### src/rtl/serial_pkg.sv
// Shared constants and state encoding for the UART receive/transmit pair.
package serial_pkg;

    localparam int DEFAULT_CLOCKS_PER_BIT = 52;

    typedef enum logic [2:0] {
        IDLE,
        START,
        DATA,
        STOP,
        WAIT_IDLE
    } rx_state_t;

endpackage

### src/rtl/serial_rx_fifo.sv
// Circular receive FIFO. A push into a full FIFO is taken only when a pop frees a slot in the same cycle.
module serial_rx_fifo #(
    parameter int WIDTH = 8,
    parameter int DEPTH = 4
) (
    input  logic             clock,
    input  logic             reset,
    input  logic             push,
    input  logic             pop,
    input  logic [WIDTH-1:0] push_data,
    output logic [WIDTH-1:0] pop_data,
    output logic             full,
    output logic             empty
);
    localparam int PW = $clog2(DEPTH);

    logic [WIDTH-1:0] mem [DEPTH];
    logic [PW-1:0]    wr_ptr, rd_ptr;
    logic [PW:0]      count;
    logic             do_push, do_pop;

    assign full     = (count == (PW+1)'(DEPTH));
    assign empty    = (count == '0);
    assign do_pop   = pop && !empty;
    assign do_push  = push && (!full || do_pop);
    assign pop_data = empty ? '0 : mem[rd_ptr];

    always_ff @(posedge clock) begin
        if (!reset) begin
            wr_ptr <= '0;
            rd_ptr <= '0;
            count  <= '0;
        end else begin
            if (do_push) wr_ptr <= wr_ptr + PW'(1);
            if (do_pop)  rd_ptr <= rd_ptr + PW'(1);
            case ({do_push, do_pop})
                2'b10:   count <= count + (PW+1)'(1);
                2'b01:   count <= count - (PW+1)'(1);
                default: count <= count;
            endcase
        end
    end

    // When full, wr_ptr == rd_ptr: the slot being overwritten is the one popped this cycle.
    always_ff @(posedge clock) begin
        if (do_push) mem[wr_ptr] <= push_data;
    end

endmodule

### src/rtl/serial_receiver.sv
// 8N1 UART receiver: synchronizer, framing FSM, receive FIFO and sticky error flags.
module serial_receiver
    import serial_pkg::*;
#(
    parameter int CLOCKS_PER_BIT = DEFAULT_CLOCKS_PER_BIT,
    parameter int FIFO_DEPTH     = 4
) (
    input  logic       clock,
    input  logic       reset,
    input  logic       serial_rx,
    output logic [7:0] rx_data,
    output logic       rx_valid,
    input  logic       rx_ready,
    output logic       rx_busy,
    output logic       framing_error,
    output logic       overrun_error,
    input  logic       clear_errors
);
    localparam int CW = $clog2(CLOCKS_PER_BIT);
    localparam logic [CW-1:0] CNT_LAST = CW'(CLOCKS_PER_BIT - 1);
    localparam logic [CW-1:0] CNT_MID  = CW'(CLOCKS_PER_BIT / 2 - 1);

    rx_state_t     state;
    logic [CW-1:0] cnt;
    logic [2:0]    bit_idx;
    logic [7:0]    shreg;
    logic          rx_meta, rx_s;
    logic          stop_sample, push_req, framing_set, overrun_set;
    logic          pop, fifo_full, fifo_empty;

    // Both flops reset high so a reset never looks like a start edge.
    always_ff @(posedge clock) begin
        if (!reset) begin
            rx_meta <= 1'b1;
            rx_s    <= 1'b1;
        end else begin
            rx_meta <= serial_rx;
            rx_s    <= rx_meta;
        end
    end

    always_ff @(posedge clock) begin
        if (!reset) begin
            state   <= IDLE;
            cnt     <= '0;
            bit_idx <= '0;
            shreg   <= '0;
        end else begin
            case (state)
                IDLE: begin
                    cnt <= '0;
                    if (!rx_s) state <= START;
                end
                START: begin
                    if (cnt == CNT_MID) begin
                        cnt     <= '0;
                        bit_idx <= '0;
                        state   <= rx_s ? IDLE : DATA;
                    end else begin
                        cnt <= cnt + CW'(1);
                    end
                end
                DATA: begin
                    if (cnt == CNT_LAST) begin
                        cnt   <= '0;
                        shreg <= {rx_s, shreg[7:1]};
                        if (bit_idx == 3'd7) state <= STOP;
                        else                 bit_idx <= bit_idx + 3'd1;
                    end else begin
                        cnt <= cnt + CW'(1);
                    end
                end
                STOP: begin
                    if (cnt == CNT_LAST) begin
                        cnt   <= '0;
                        state <= rx_s ? IDLE : WAIT_IDLE;
                    end else begin
                        cnt <= cnt + CW'(1);
                    end
                end
                WAIT_IDLE: begin
                    if (rx_s) state <= IDLE;
                end
                default: state <= IDLE;
            endcase
        end
    end

    assign stop_sample = (state == STOP) && (cnt == CNT_LAST);
    assign push_req    = stop_sample && rx_s;
    assign framing_set = stop_sample && !rx_s;
    assign pop         = rx_valid && rx_ready;
    assign overrun_set = push_req && fifo_full && !pop;
    assign rx_valid    = !fifo_empty;
    assign rx_busy     = (state != IDLE);

    serial_rx_fifo #(.WIDTH(8), .DEPTH(FIFO_DEPTH)) u_fifo (
        .clock     (clock),
        .reset     (reset),
        .push      (push_req),
        .pop       (pop),
        .push_data (shreg),
        .pop_data  (rx_data),
        .full      (fifo_full),
        .empty     (fifo_empty)
    );

    // A new error event beats a simultaneous clear.
    always_ff @(posedge clock) begin
        if (!reset) begin
            framing_error <= 1'b0;
            overrun_error <= 1'b0;
        end else begin
            if (framing_set)       framing_error <= 1'b1;
            else if (clear_errors) framing_error <= 1'b0;
            if (overrun_set)       overrun_error <= 1'b1;
            else if (clear_errors) overrun_error <= 1'b0;
        end
    end

endmodule

### config.mk
export PLATFORM = sky130hd
export DESIGN_NAME = serial_receiver
export DESIGN_NICKNAME = d
export VERILOG_FILES = /design/src/rtl/serial_pkg.sv /design/src/rtl/serial_rx_fifo.sv /design/src/rtl/serial_receiver.sv
export SDC_FILE = /design/constraint.sdc
export NUM_CORES = 1
export LEC_CHECK = 0
export CORE_MARGIN = 5
export CORE_UTILIZATION = 55
export DETAILED_ROUTE_END_ITERATION = 8
export DONT_BUFFER_PORTS = 1
export MAX_ROUTING_LAYER = met4
export PLACE_DENSITY = 0.69
export SLEW_MARGIN = 40
export SYNTH_ARGS = -nofsm -noshare
export SYNTH_HDL_FRONTEND = slang
export SYNTH_HIERARCHICAL = 1
export SYNTH_SLANG_ARGS = --single-unit
### constraint.sdc
create_clock -name clock -period 2.96 [get_ports clock]
set_input_delay 0.592 -clock clock [delete_from_list [all_inputs] [get_ports clock]]
set_output_delay 0.592 -clock clock [all_outputs]
set_load 0.01 [all_outputs]
==> metrics.sh, run 1 <==
DIE_AREA_UM2=7230
TRITONCTS_CLOCK_TREE='built'
HOLD_PATH_CLASS='input port to flip-flop'
COMMONEST_NON_FILL_NON_TAP_CELL_IN_THE_LAYOUT='sky130_fd_sc_hd__dfxtp_1'
CLK_PIN_SLEW_NS=0.07
CELLS_RESIZED_BY_POST_CTS_REPAIR=0
ANT_NETS=0
REMAINING_DRC_ERRORS=0
YS_FF_LATCH=65
PWR-SHARE-CLK=0.424
SYNTHESIS.AREA_PER_INSTANCE_UM2=12.1
DIE_W_UM=85.0
PLACE.PORT_BUFFERS=0
COMBINATIONALPOWERSHARE=0.010
VIA_COUNT_OF_THE_FIRST_GLOBAL_ROUTING_PASS=1689
DRT_ITER0_DRC=60
TNS_NS=0
STATUS='finished clean'
DRT_FIRST_PASS_ITERS=4
ANTENNA_CELLS=0
IOS=17
CRITICAL_PATH.ENDPOINT_TYPE='flip-flop'
CTS.REPAIR_TIMING.SETUP_BUFFER_COUNT=0
TIMING.FINAL.MAX_SLEW_VIOLATIONS=0
CELLLEAKAGEPOWER_nW=1.18
MAX-SLEW-MARGIN-REL=0.641
PLACER_CONGESTION_ESTIMATE=0.787
GRT_OVERFLOW=0
WL_PER_CELL_UM=14.6
MAX-VDD-IR-DROP_mV=0.185
SYN_INST=255
SWITCHING_SHARE=0.200
POSTROUTEWIRELENGTH_MM=4.89
POST-ROUTE-PERIOD-UTIL=0.838
GRT_ANTENNA_BEFORE_REPAIR=0
FIRST_PASS_GRT_WIRE_LENGTH_MM=8.36
CTS_HTREE_LEVELS=3
FILLER_CELL_COUNT=455
SYNTH-EDFF-COUNT=32
PLACEMENT_STAGE_WORST_SETUP_SLACK_NS=0.452
SYNTH_CELL_TYPES=58
POST_SYNTH_INSTANCE_AREA_UM2=3090
CHIPHEIGHT_UM=85.0
CTSHOLDBUFFERS=0
RSZ_0062_RAISED_AFTER_GLOBAL_ROUTING='false'
SYNTH-ASYNC-RESET-RATIO=0
NETS=271
SYNTH.YOSYS.SEQ_AREA_SHARE=0.524
CLK_LATENCY_NS=0.33
CRITICALPATHCATEGORY='flip-flop to flip-flop'
MAX_CAP_VIOLATIONS=0
FINAL_CRITICAL_PATH_SETUP_SLACK_NS=0.481
START_KIND='flip-flop'
CORE_FOOTPRINT_UM2=5470
TOTAL_CLOCK_BUFFERS_CREATED_BY_CTS=9
FINCLKSKEW_NS=0.00909
SYNTHTOLAYOUTAREAGROWTH_PCT=6.55
SYNTHESIS.YOSYS.WARNINGS=6
FLOORPLAN.INITIALDENSITY=0.565
CRIT_PATH_MAX_FANOUT=8
LAYOUT_CELL_SHARE_WITH_DRIVE_STRENGTH_BEYOND_1=0.160
SEQ_POWER_SHARE=0.566
CLK_ROOT_BUFFER_CELL='sky130_fd_sc_hd__clkbuf_8'
P_PER_AREA_nW_PER_UM2=504
CTS.SINKS=65
WORSTPATHARRIVAL_NS=2.46
CLOCK_PATH_BUFFERS=2
CELL_INT_POWER_W=0.00133
SYN_NETS=269
WORST-ENDPOINT-REQUIRED_NS=2.95
PLACE.DETAILED.HPWL_MM=3.44
SWITCHINGPOWER_W=0.000332
GRT.TOTAL_USAGE=0.153
NUM_VIAS=1829
FINAL-HOLD-VIOLATION-COUNT=0
YS.FLOP_TYPE='sky130_fd_sc_hd__dfxtp_1'
FINAL-SETUP-VIOL-COUNT=0
AVGVIACOUNTPERCELL=5.48
FLOORPLAN.ROWS=27
FIN_CRIT_NS=2.48
LAYOUT.CELLS.MOST_COMMON_LIST='sky130_fd_sc_hd__dfxtp_1 (33), sky130_fd_sc_hd__edfxtp_1 (32), sky130_fd_sc_hd__nor2b_1 (18)'
FMAXACHIEVABLE_MHz=403
MAX_SLEW.WORST_PIN.SLEW_NS=0.537
GRT_MAX_DEGREE=36
==> logic make-up (layout without fill, tap and decap cells) <==
family | count (synthesis) | in the layout | synth area share
AOI/OAI and AO/OA | 36 | 36 | 0.0906
xor gates and xnor gates | 4 | 4 | 0.0113
adders and majority gates | 9 | 9 | 0.0388
buffers and inverters | 29 | 36 | 0.0530
DFF | 65 | 65 | 0.524
muxes | 21 | 21 | 0.100
and+or+nand+nor | 91 | 91 | 0.182
==> cells in the mapped netlist (3+ instances only) <==
cell	n	share of area
sky130_fd_sc_hd__a21boi_0	3	0.0073
sky130_fd_sc_hd__a21oi_1	3	0.0049
sky130_fd_sc_hd__and2_1	7	0.014
sky130_fd_sc_hd__buf_2	3	0.0049
sky130_fd_sc_hd__buf_6	3	0.011
sky130_fd_sc_hd__dfxtp_1	33	0.21
sky130_fd_sc_hd__edfxtp_1	32	0.31
sky130_fd_sc_hd__ha_1	8	0.032
sky130_fd_sc_hd__inv_1	16	0.019
sky130_fd_sc_hd__mux2i_1	13	0.042
sky130_fd_sc_hd__mux4_2	8	0.058
sky130_fd_sc_hd__nand2_1	17	0.021
sky130_fd_sc_hd__nand2b_1	6	0.012
sky130_fd_sc_hd__nand3_1	9	0.015
sky130_fd_sc_hd__nand3b_1	3	0.0073
sky130_fd_sc_hd__nor2_1	8	0.0097
sky130_fd_sc_hd__nor2b_1	18	0.036
sky130_fd_sc_hd__nor3_1	3	0.0049
sky130_fd_sc_hd__o211ai_1	5	0.012
sky130_fd_sc_hd__o21ai_0	6	0.0097
sky130_fd_sc_hd__xor2_1	3	0.0085
==> sequential cells by signal, indices dropped and copies added (netlist names), 2 cells and up, named ones only <==
signal / cells
u_fifo/mem: 32
shreg: 8
cnt: 6
bit_idx: 3
state: 3
u_fifo/count: 3
u_fifo/rd_ptr: 2
u_fifo/wr_ptr: 2
==> area by class of cell <==
class / instances / area [µm²] / share of cell area
Clock buffer: 10 / 128 / 0.0387
Clock inverter: 6 / 58.8 / 0.0178
Inverter: 16 / 60.1 / 0.0182
Multi-Input combinational cell: 161 / 1310 / 0.397
Sequential cell: 65 / 1620 / 0.492
Tap cell: 72 / 90.1 / 0.0273
Timing Repair Buffer: 4 / 30.0 / 0.00911
==> per-layer routing <==
layer  global-route usage  share of wire
met4               0.0691          0.018
met3               0.0437          0.030
met5                    -              0
met2                0.216           0.47
met1                0.204           0.48
==> critical path, stage by stage, from the launching register on <==
cell and delay [ns]:
sky130_fd_sc_hd__dfxtp_1 0.40, sky130_fd_sc_hd__ha_1 0.26, sky130_fd_sc_hd__and4b_4 0.31, sky130_fd_sc_hd__nand3_4 0.10, sky130_fd_sc_hd__nor3_1 0.24, sky130_fd_sc_hd__inv_1 0.10, sky130_fd_sc_hd__a31oi_2 0.30, sky130_fd_sc_hd__and2_1 0.42
==> final timing paths <==
kind,start,endpoint,slack (ns),depth (start not counted)
worst min-delay path,reset,rx_s$_SDFF_PN1_,0.34,1
worst max register to register,cnt[0]$_SDFFE_PN0P_,u_fifo/mem[0][0]$_DFFE_PP_,0.48,7
worst min register to register,rx_meta$_SDFF_PN1_,rx_s$_SDFF_PN1_,0.41,1
worst max-delay path,cnt[0]$_SDFFE_PN0P_,u_fifo/mem[0][0]$_DFFE_PP_,0.48,7
==> power by group through the flow <==
stage | combinational (W) | clock, W | sequential, W
2_1_floorplan | 0.0000205 | 0 | 0.000959
3_3_place_gp | 0.0000169 | 0 | 0.000960
3_5_place_dp | 0.0000169 | 0 | 0.000960
4_1_cts | 0.0000171 | 0.000719 | 0.000940
5_1_grt | 0.0000189 | 0.000770 | 0.000939
6_report | 0.0000170 | 0.000704 | 0.000940
==> per-stage QoR <==
step / util / instance area (µm²) / std cells / hold WS (ns) / total power (W)
floorplan: - / 3090 / 255 / 0.386 / 0.000979
global placement: 0.568 / 3110 / 318 / 0.392 / 0.000977
detailed placement: 0.568 / 3110 / 318 / 0.391 / 0.000977
CTS: 0.602 / 3300 / 334 / 0.318 / 0.00168
global route: 0.602 / 3300 / 334 / 0.309 / 0.00173
finish: 0.602 / 3300 / 334 / 0.337 / 0.00166
No activity file was read; power rests on OpenSTA's default activity.
==> run 2, diff against run 1 <==
==> constraint.sdc (replaced) <==
create_clock -name clock -period 2.59 [get_ports clock]
set_input_delay 0.518 -clock clock [delete_from_list [all_inputs] [get_ports clock]]
set_output_delay 0.518 -clock clock [all_outputs]
set_load 0.01 [all_outputs]
==> run 2 against run 1 <==
  * Sequential power is 14% higher
  * First-iteration DRC count is 13% higher
  * Hold slack worse by 0.077 ns
  * Sequential share of layout area is 0.70 points lower
  * Wire length is 0.67% higher
  * Clock-buffer cell count is 1 lower
  * Global-route usage hardly changed
  * Critical path depth stayed put
  * Maximum frequency is 7.0% higher
  * Core utilization is 0.87 points higher
  * Highest routed layer unchanged
==> metrics.sh, run 2 (synthesis results as in run 1) <==
CTSHOLDBUFFERS=0  # unchanged
NUM_VIAS=1825  # -0.22%
NETS=274  # +1.1%
TNS_NS=0  # unchanged
PLACER_CONGESTION_ESTIMATE=0.810  # +2.9%
PLACE.DETAILED.HPWL_MM=3.38  # -1.7%
REMAINING_DRC_ERRORS=0  # unchanged
REG2REGPATHDEPTH=7  # unchanged
VIA_COUNT_OF_THE_FIRST_GLOBAL_ROUTING_PASS=1714  # +1.5%
CTS.REPAIR_TIMING.SETUP_BUFFER_COUNT=0  # unchanged
FMAXACHIEVABLE_MHz=431  # +7.0%
DIE_AREA_UM2=7230  # unchanged
WORST-ENDPOINT-REQUIRED_NS=2.59  # -0.36 ns
POST-ROUTE-PERIOD-UTIL=0.895  # +0.0574
MAX_SLEW.WORST_PIN.SLEW_NS=0.530  # -0.00705 ns
DRT_ITER0_DRC=68  # +13%
CTS.SINKS=65  # unchanged
COMMONEST_NON_FILL_NON_TAP_CELL_IN_THE_LAYOUT='sky130_fd_sc_hd__dfxtp_1'
SWITCHINGPOWER_W=0.000414  # +25%
CRITPATHLAUNCH='cnt[0]$_SDFFE_PN0P_'
PWR-SHARE-CLK=0.438  # +0.014
CRITICAL_PATH.REG2REG.STARTPOINT='cnt[0]$_SDFFE_PN0P_'
SEQ_POWER_SHARE=0.552  # -0.014
START_KIND='flip-flop'
HOLD_PATH_CLASS='input port to flip-flop'
TIMING.FINAL.MAX_SLEW_VIOLATIONS=0  # unchanged
FINAL-HOLD-VIOLATION-COUNT=0  # unchanged
P_PER_AREA_nW_PER_UM2=581  # +15%
ANT_NETS=0  # unchanged
GRT_ANTENNA_BEFORE_REPAIR=0  # unchanged
SWITCHING_SHARE=0.213  # +0.0133
CLK_PIN_SLEW_NS=0.08  # about the same
PLACE.PORT_BUFFERS=0  # unchanged
SYNTHTOLAYOUTAREAGROWTH_PCT=8.09
LAYOUT.CELLS.MOST_COMMON_LIST='sky130_fd_sc_hd__dfxtp_1 (33), sky130_fd_sc_hd__edfxtp_1 (32), sky130_fd_sc_hd__nor2b_1 (18)'
GRT.TOTAL_USAGE=0.153  # about the same
GRT_OVERFLOW=0  # unchanged
WORSTPATHARRIVAL_NS=2.31  # -0.15 ns
CRITICAL_PATH_CELL_COUNT=7  # unchanged
TOTAL_CLOCK_BUFFERS_CREATED_BY_CTS=9  # unchanged
FLOORPLAN.ROWS=27  # unchanged
FINCLKSKEW_NS=0.00628  # -0.00281 ns
FINAL_CRITICAL_PATH_SETUP_SLACK_NS=0.272  # -0.209 ns
LAYOUT_CELL_SHARE_WITH_DRIVE_STRENGTH_BEYOND_1=0.189  # +0.0284
WORST_PATH_MAX_DELAY_CELL='sky130_fd_sc_hd__dfxtp_1'
FINAL-SETUP-VIOL-COUNT=0  # unchanged
CORE_FOOTPRINT_UM2=5470  # unchanged
CELL_INT_POWER_W=0.00153  # +15%
FLOORPLAN.INITIALDENSITY=0.565  # unchanged
ANTENNA_CELLS=0  # unchanged
ENDPOINT_OF_THE_WORST_SETUP_TIMING_PATH='u_fifo/mem[2][1]$_DFFE_PP_'
WORST_PATH_LARGEST_CELL_DELAY_NS=0.41  # about the same
CLK_ROOT_BUFFER_CELL='sky130_fd_sc_hd__clkbuf_8'
WORSTPATHBUFFERINVERTERCOUNT=1  # unchanged
DIE_W_UM=85.0  # unchanged
COMBINATIONALPOWERSHARE=0.010  # about the same
DRT_FIRST_PASS_ITERS=4  # unchanged
CRITICALPATHCATEGORY='flip-flop to flip-flop'
IOS=17  # unchanged
CRIT_CHAIN='ha_1, and4b_4, nand3_4, nor3_2, inv_1, a31oi_2, and2_1'
CRIT_PATH_MAX_FANOUT=8  # unchanged
POSTROUTEWIRELENGTH_MM=4.93  # +0.67%
MAX-VDD-IR-DROP_mV=0.379  # +110%
MAX-SLEW-MARGIN-REL=0.643  # +0.00145
CHIPHEIGHT_UM=85.0  # unchanged
CLOCK_PATH_BUFFERS=2  # unchanged
TRITONCTS_CLOCK_TREE='built'
LARGESTREGISTERS='u_fifo/mem (32), shreg (8), cnt (6)'
LARGEST_REGISTER='u_fifo/mem'
MAX_CAP_VIOLATIONS=0  # unchanged
CRITICAL_PATH.ENDPOINT_TYPE='flip-flop'
RSZ_0062_RAISED_AFTER_GLOBAL_ROUTING='false'
WORST_PATH_DOMINANT_CELL_FAMILY='simple AND/OR/NAND/NOR gates'
REGTOREGENDPOINT='u_fifo/mem[2][1]$_DFFE_PP_'
FIRST_PASS_GRT_WIRE_LENGTH_MM=8.56  # +2.4%
FIN_CRIT_NS=2.32  # -0.161 ns
PLACEMENT_STAGE_WORST_SETUP_SLACK_NS=0.163  # -0.288 ns
STATUS='finished clean'
AVGVIACOUNTPERCELL=5.42  # -1.1%
REG2REG_SETUP_SLACK_NS=0.27  # -0.21 ns
CTS_HTREE_LEVELS=3  # unchanged
GRT_MAX_DEGREE=36  # unchanged
CELLLEAKAGEPOWER_nW=1.19  # +0.96%
LARGEST_REG_FLOPS=32  # unchanged
WL_PER_CELL_UM=14.6  # -0.22%
CLK_LATENCY_NS=0.33  # about the same
==> run 2: routing by layer <==
metal,up-vias,wire length (µm),GRT usage
met4,0,44,0.0561
met1,867,2420,0.208
met2,21,2310,0.221
li1,933,-,-
met3,4,143,0.0379
met5,-,0,-
==> run 2: stage by stage <==
step	hold slack [ns]	instance area, µm²	util	total power, W	std cells
3_5_place_dp	0.396	3130	0.572	0.00112	321
3_3_place_gp	0.395	3130	0.572	0.00112	321
2_1_floorplan	0.386	3090	-	0.00112	255
4_1_cts	0.243	3340	0.610	0.00197	337
6_report	0.260	3340	0.611	0.00194	337
5_1_grt	0.239	3340	0.611	0.00203	337
==> run 2: how the worst min path moves through the flow <==
stage | from | endpoint | slack (ns) | cells after the start
floorplan | rx_meta$_SDFF_PN1_ | rx_s$_SDFF_PN1_ | 0.39 | 1
global route | reset | rx_meta$_SDFF_PN1_ | 0.24 | 1
global placement | rx_meta$_SDFF_PN1_ | rx_s$_SDFF_PN1_ | 0.39 | 1
detailed placement | rx_meta$_SDFF_PN1_ | rx_s$_SDFF_PN1_ | 0.40 | 1
CTS | reset | rx_meta$_SDFF_PN1_ | 0.24 | 1
finish | reset | rx_s$_SDFF_PN1_ | 0.26 | 1
==> run 2: cell type report <==
cell class / instances / area [µm²]
Timing Repair Buffer: 7 / 52.6
Fill cell: 434 / 2130
Clock buffer: 9 / 124
Clock inverter: 7 / 78.8
Multi-Input combinational cell: 161 / 1320
Tap cell: 72 / 90.1
Sequential cell: 65 / 1620
Inverter: 16 / 60.1
==> run 2: worst reg2reg max path: cells and delay by family, from the launching register on <==
kind                     cells  cell delay [ns]
buffers and inverters        1             0.09
adder cells (fa/ha/maj)      1             0.26
AO/OA/AOI/OAI                1             0.23
AND/OR/NAND/NOR              4             1.00
flip-flops                   1             0.41
==> run 2: power by group through the flow <==
| stage | sequential, W | clock [W] | combinational [W] |
|---|---|---|---|
| finish | 0.00107 | 0.000850 | 0.0000198 |
| CTS | 0.00107 | 0.000873 | 0.0000196 |
| global route | 0.00107 | 0.000934 | 0.0000220 |
| detailed placement | 0.00110 | 0 | 0.0000193 |
| global placement | 0.00110 | 0 | 0.0000196 |
| floorplan | 0.00110 | 0 | 0.0000234 |
==> run 2: what timing repair did <==
| action | CTS | global route |
|---|---|---|
| resized for setup | 0 | 4 |
| setup endpoints to repair | 0 | 33 |
| hold endpoints to repair | 0 | 0 |
==> run 3, diff against run 2 <==
--- a/config.mk
+++ b/config.mk
@@ -6,11 +6,11 @@
 export NUM_CORES = 1
 export LEC_CHECK = 0
 export CORE_MARGIN = 5
-export CORE_UTILIZATION = 55
+export CORE_UTILIZATION = 41
 export DETAILED_ROUTE_END_ITERATION = 8
 export DONT_BUFFER_PORTS = 1
 export MAX_ROUTING_LAYER = met4
-export PLACE_DENSITY = 0.69
+export PLACE_DENSITY = 0.54
 export SLEW_MARGIN = 40
 export SYNTH_ARGS = -nofsm -noshare
 export SYNTH_HDL_FRONTEND = slang
==> run 3 against run 2 <==
  * First-iteration DRC count grew 19%
  * Global-route usage decreased by 3.2 points
  * Sequential cell count unchanged
  * Combinational power barely moved
  * Sequential share of layout area decreased by 0.86 points
  * Register-to-register slack improved by 0.05 ns
  * Critical path depth increased by 3
  * Critical endpoint is now u_fifo/count[2]$_SDFFE_PN0P_
==> metrics.sh, run 3 (synthesis results as in run 1) <==
START_KIND='flip-flop'
WL_PER_CELL_UM=14.3  # -2.4%
MAX-SLEW-MARGIN-REL=0.637  # -0.00606
TNS_NS=0  # unchanged
FMAXACHIEVABLE_MHz=440  # +2.0%
CLK_PIN_SLEW_NS=0.08  # about the same
IOS=17  # unchanged
SWITCHING_SHARE=0.218  # +0.00484
TIMING.FINAL.MAX_SLEW_VIOLATIONS=0  # unchanged
CRIT_CHAIN='ha_1, and4b_4, nand3_4, nor3_1, inv_1, nand2b_1, fa_1, nand3b_4, or3_1, a31oi_1'
LARGEST_REG_FLOPS=32  # unchanged
HOLD_PATH_CLASS='input port to flip-flop'
ANTENNA_CELLS=0  # unchanged
HOLDCRITSTARTPOINT='reset'
GRT_ANTENNA_BEFORE_REPAIR=0  # unchanged
MAX_SLEW.WORST_PIN.SLEW_NS=0.539  # +0.00899 ns
LAYOUT_CELL_SHARE_WITH_DRIVE_STRENGTH_BEYOND_1=0.201  # +0.0121
PLACE.PORT_BUFFERS=0  # unchanged
WORST-ENDPOINT-REQUIRED_NS=2.86  # +0.27 ns
REMAINING_DRC_ERRORS=0  # unchanged
GRT_OVERFLOW=0  # unchanged
POST-ROUTE-PERIOD-UTIL=0.877  # -0.0179
LAYOUT.AREA.SEQ_UM2=1620  # unchanged
SYNTHTOLAYOUTAREAGROWTH_PCT=10.0
CHIPHEIGHT_UM=96.9  # +14%
ANT_NETS=0  # unchanged
CTS_HTREE_LEVELS=3  # unchanged
PLACER_CONGESTION_ESTIMATE=0.769  # -5.1%
P_PER_AREA_nW_PER_UM2=576  # -0.92%
LARGESTREGISTERS='u_fifo/mem (32), shreg (8), cnt (6)'
FIRST_PASS_GRT_WIRE_LENGTH_MM=8.94  # +4.5%
VIA_COUNT_OF_THE_FIRST_GLOBAL_ROUTING_PASS=1759  # +2.6%
PWR-SHARE-CLK=0.443  # +0.005
FIN_CRIT_NS=2.27  # -0.0464 ns
NETS=278  # +1.5%
CRITICALPATHCATEGORY='flip-flop to flip-flop'
END_POINT_OF_THE_WORST_HOLD_PATH='rx_meta$_SDFF_PN1_'
FINAL_CRITICAL_PATH_SETUP_SLACK_NS=0.318  # +0.0464 ns
CTS.REPAIR_TIMING.SETUP_BUFFER_COUNT=0  # unchanged
AVGVIACOUNTPERCELL=5.01  # -7.6%
REG2REG_SETUP_SLACK_NS=0.32  # +0.05 ns
CTS.SINKS=65  # unchanged
CELLLEAKAGEPOWER_nW=1.22  # +2.9%
POSTROUTEWIRELENGTH_MM=5.25  # +6.6%
CLOCK_PATH_BUFFERS=2  # unchanged
CRITICAL_PATH.REG2REG.STARTPOINT='cnt[0]$_SDFFE_PN0P_'
DIE_AREA_UM2=9380  # +30%
GRT_MAX_DEGREE=36  # unchanged
CLK_LATENCY_NS=0.34  # about the same
AREA_OF_THE_MULTI_INPUT_GATES_UM2=1310  # -0.28%
CLK_ROOT_BUFFER_CELL='sky130_fd_sc_hd__clkbuf_8'
DIE_W_UM=96.9  # +14%
COMMONEST_NON_FILL_NON_TAP_CELL_IN_THE_LAYOUT='sky130_fd_sc_hd__dfxtp_1'
FINAL-HOLD-VIOLATION-COUNT=0  # unchanged
WORSTPATHARRIVAL_NS=2.54  # +0.23 ns
REGTOREGENDPOINT='u_fifo/count[2]$_SDFFE_PN0P_'
PLACE.DETAILED.HPWL_MM=3.68  # +8.8%
FINCLKSKEW_NS=0.00700  # +0.000723 ns
WORST_PATH_MAX_DELAY_CELL='sky130_fd_sc_hd__dfxtp_1'
FLOORPLAN.ROWS=31  # +15%
REG2REGPATHDEPTH=10  # +3
CORE_FOOTPRINT_UM2=7290  # +33%
LAYOUT.CELLS.MOST_COMMON_LIST='sky130_fd_sc_hd__dfxtp_1 (33), sky130_fd_sc_hd__edfxtp_1 (32), sky130_fd_sc_hd__nor2b_1 (18)'
FINAL-SETUP-VIOL-COUNT=0  # unchanged
LARGEST_REGISTER='u_fifo/mem'
DRT_FIRST_PASS_ITERS=4  # unchanged
TOTAL_CLOCK_BUFFERS_CREATED_BY_CTS=9  # unchanged
COMBINATIONALPOWERSHARE=0.010  # about the same
FIN_UTIL=0.467  # -0.144
CRITICAL_PATH.ENDPOINT_TYPE='flip-flop'
FILLER_CELL_COUNT=695  # +60%
HOLD_SLACK_NS=0.253  # -0.00670 ns
MIN_DELAY_PATH_DEPTH=1  # unchanged
SWITCHINGPOWER_W=0.000427  # +3.2%
DRT_ITER0_DRC=81  # +19%
FLOORPLAN.INITIALDENSITY=0.424  # -0.141
MAX-VDD-IR-DROP_mV=0.239  # -37%
MAX_CAP_VIOLATIONS=0  # unchanged
STATUS='finished clean'
SEQ_POWER_SHARE=0.547  # -0.005
GRT.TOTAL_USAGE=0.121  # -0.0317
NUM_VIAS=1842  # +0.93%
CELLS_RESIZED_BY_POST_CTS_REPAIR=0  # unchanged
CRIT_PATH_MAX_FANOUT=5  # -3
WORST_PATH_LARGEST_CELL_DELAY_NS=0.40  # about the same
CTSHOLDBUFFERS=0  # unchanged
RSZ_0062_RAISED_AFTER_GLOBAL_ROUTING='false'
CRITPATHLAUNCH='cnt[0]$_SDFFE_PN0P_'
TRITONCTS_CLOCK_TREE='built'
PLACEMENT_STAGE_WORST_SETUP_SLACK_NS=0.198  # +0.0347 ns
CELL_INT_POWER_W=0.00153  # +0.24%
## run 3: through the flow
step,total power (W),area [µm²],std cells
detailed placement,0.00112,3200,352
global route,0.00204,3400,368
finish,0.00196,3400,368
CTS,0.00198,3400,368
global placement,0.00112,3200,352
floorplan,0.00112,3090,255
## run 3: worst max path at each step
stage                                    to  depth (start not counted)
2_1_floorplan    u_fifo/mem[2][0]$_DFFE_PP_                          8
3_3_place_gp     u_fifo/mem[0][3]$_DFFE_PP_                          7
3_5_place_dp     u_fifo/mem[0][3]$_DFFE_PP_                          7
4_1_cts          u_fifo/mem[0][6]$_DFFE_PP_                          7
5_1_grt        u_fifo/count[1]$_SDFFE_PN0P_                         10
6_report       u_fifo/count[2]$_SDFFE_PN0P_                         10
## run 3: area by class of cell
type	instances	share of cell area
Timing Repair Buffer	11	0.0243
Clock inverter	7	0.0232
Tap cell	99	0.0364
Clock buffer	9	0.0364
Multi-Input combinational cell	161	0.386
Inverter	16	0.0176
Sequential cell	65	0.476
## run 3: metal layers
metal  track usage  routed length (µm)  up-vias
met5             -                   0        -
met4        0.0356                  65        0
met3        0.0417                 205        8
met2         0.178                2360       23
met1         0.158                2620      874
li1              -                   -      937
## run 3: worst max-delay path: cells and delay by family (launching register included)
kind / cells / cell delay [ns]
fa+ha+maj: 2 / 0.42
simple gates: 6 / 1.14
buf+inv: 1 / 0.10
compound gates: 1 / 0.15
flops: 1 / 0.40
## run 3: power by group through the flow
stage / Clock (W) / Sequential (W) / Combinational [W]
3_5_place_dp: 0 / 0.00110 / 0.0000195
6_report: 0.000868 / 0.00107 / 0.0000195
4_1_cts: 0.000888 / 0.00107 / 0.0000199
3_3_place_gp: 0 / 0.00110 / 0.0000196
2_1_floorplan: 0 / 0.00110 / 0.0000234
5_1_grt: 0.000947 / 0.00107 / 0.0000216
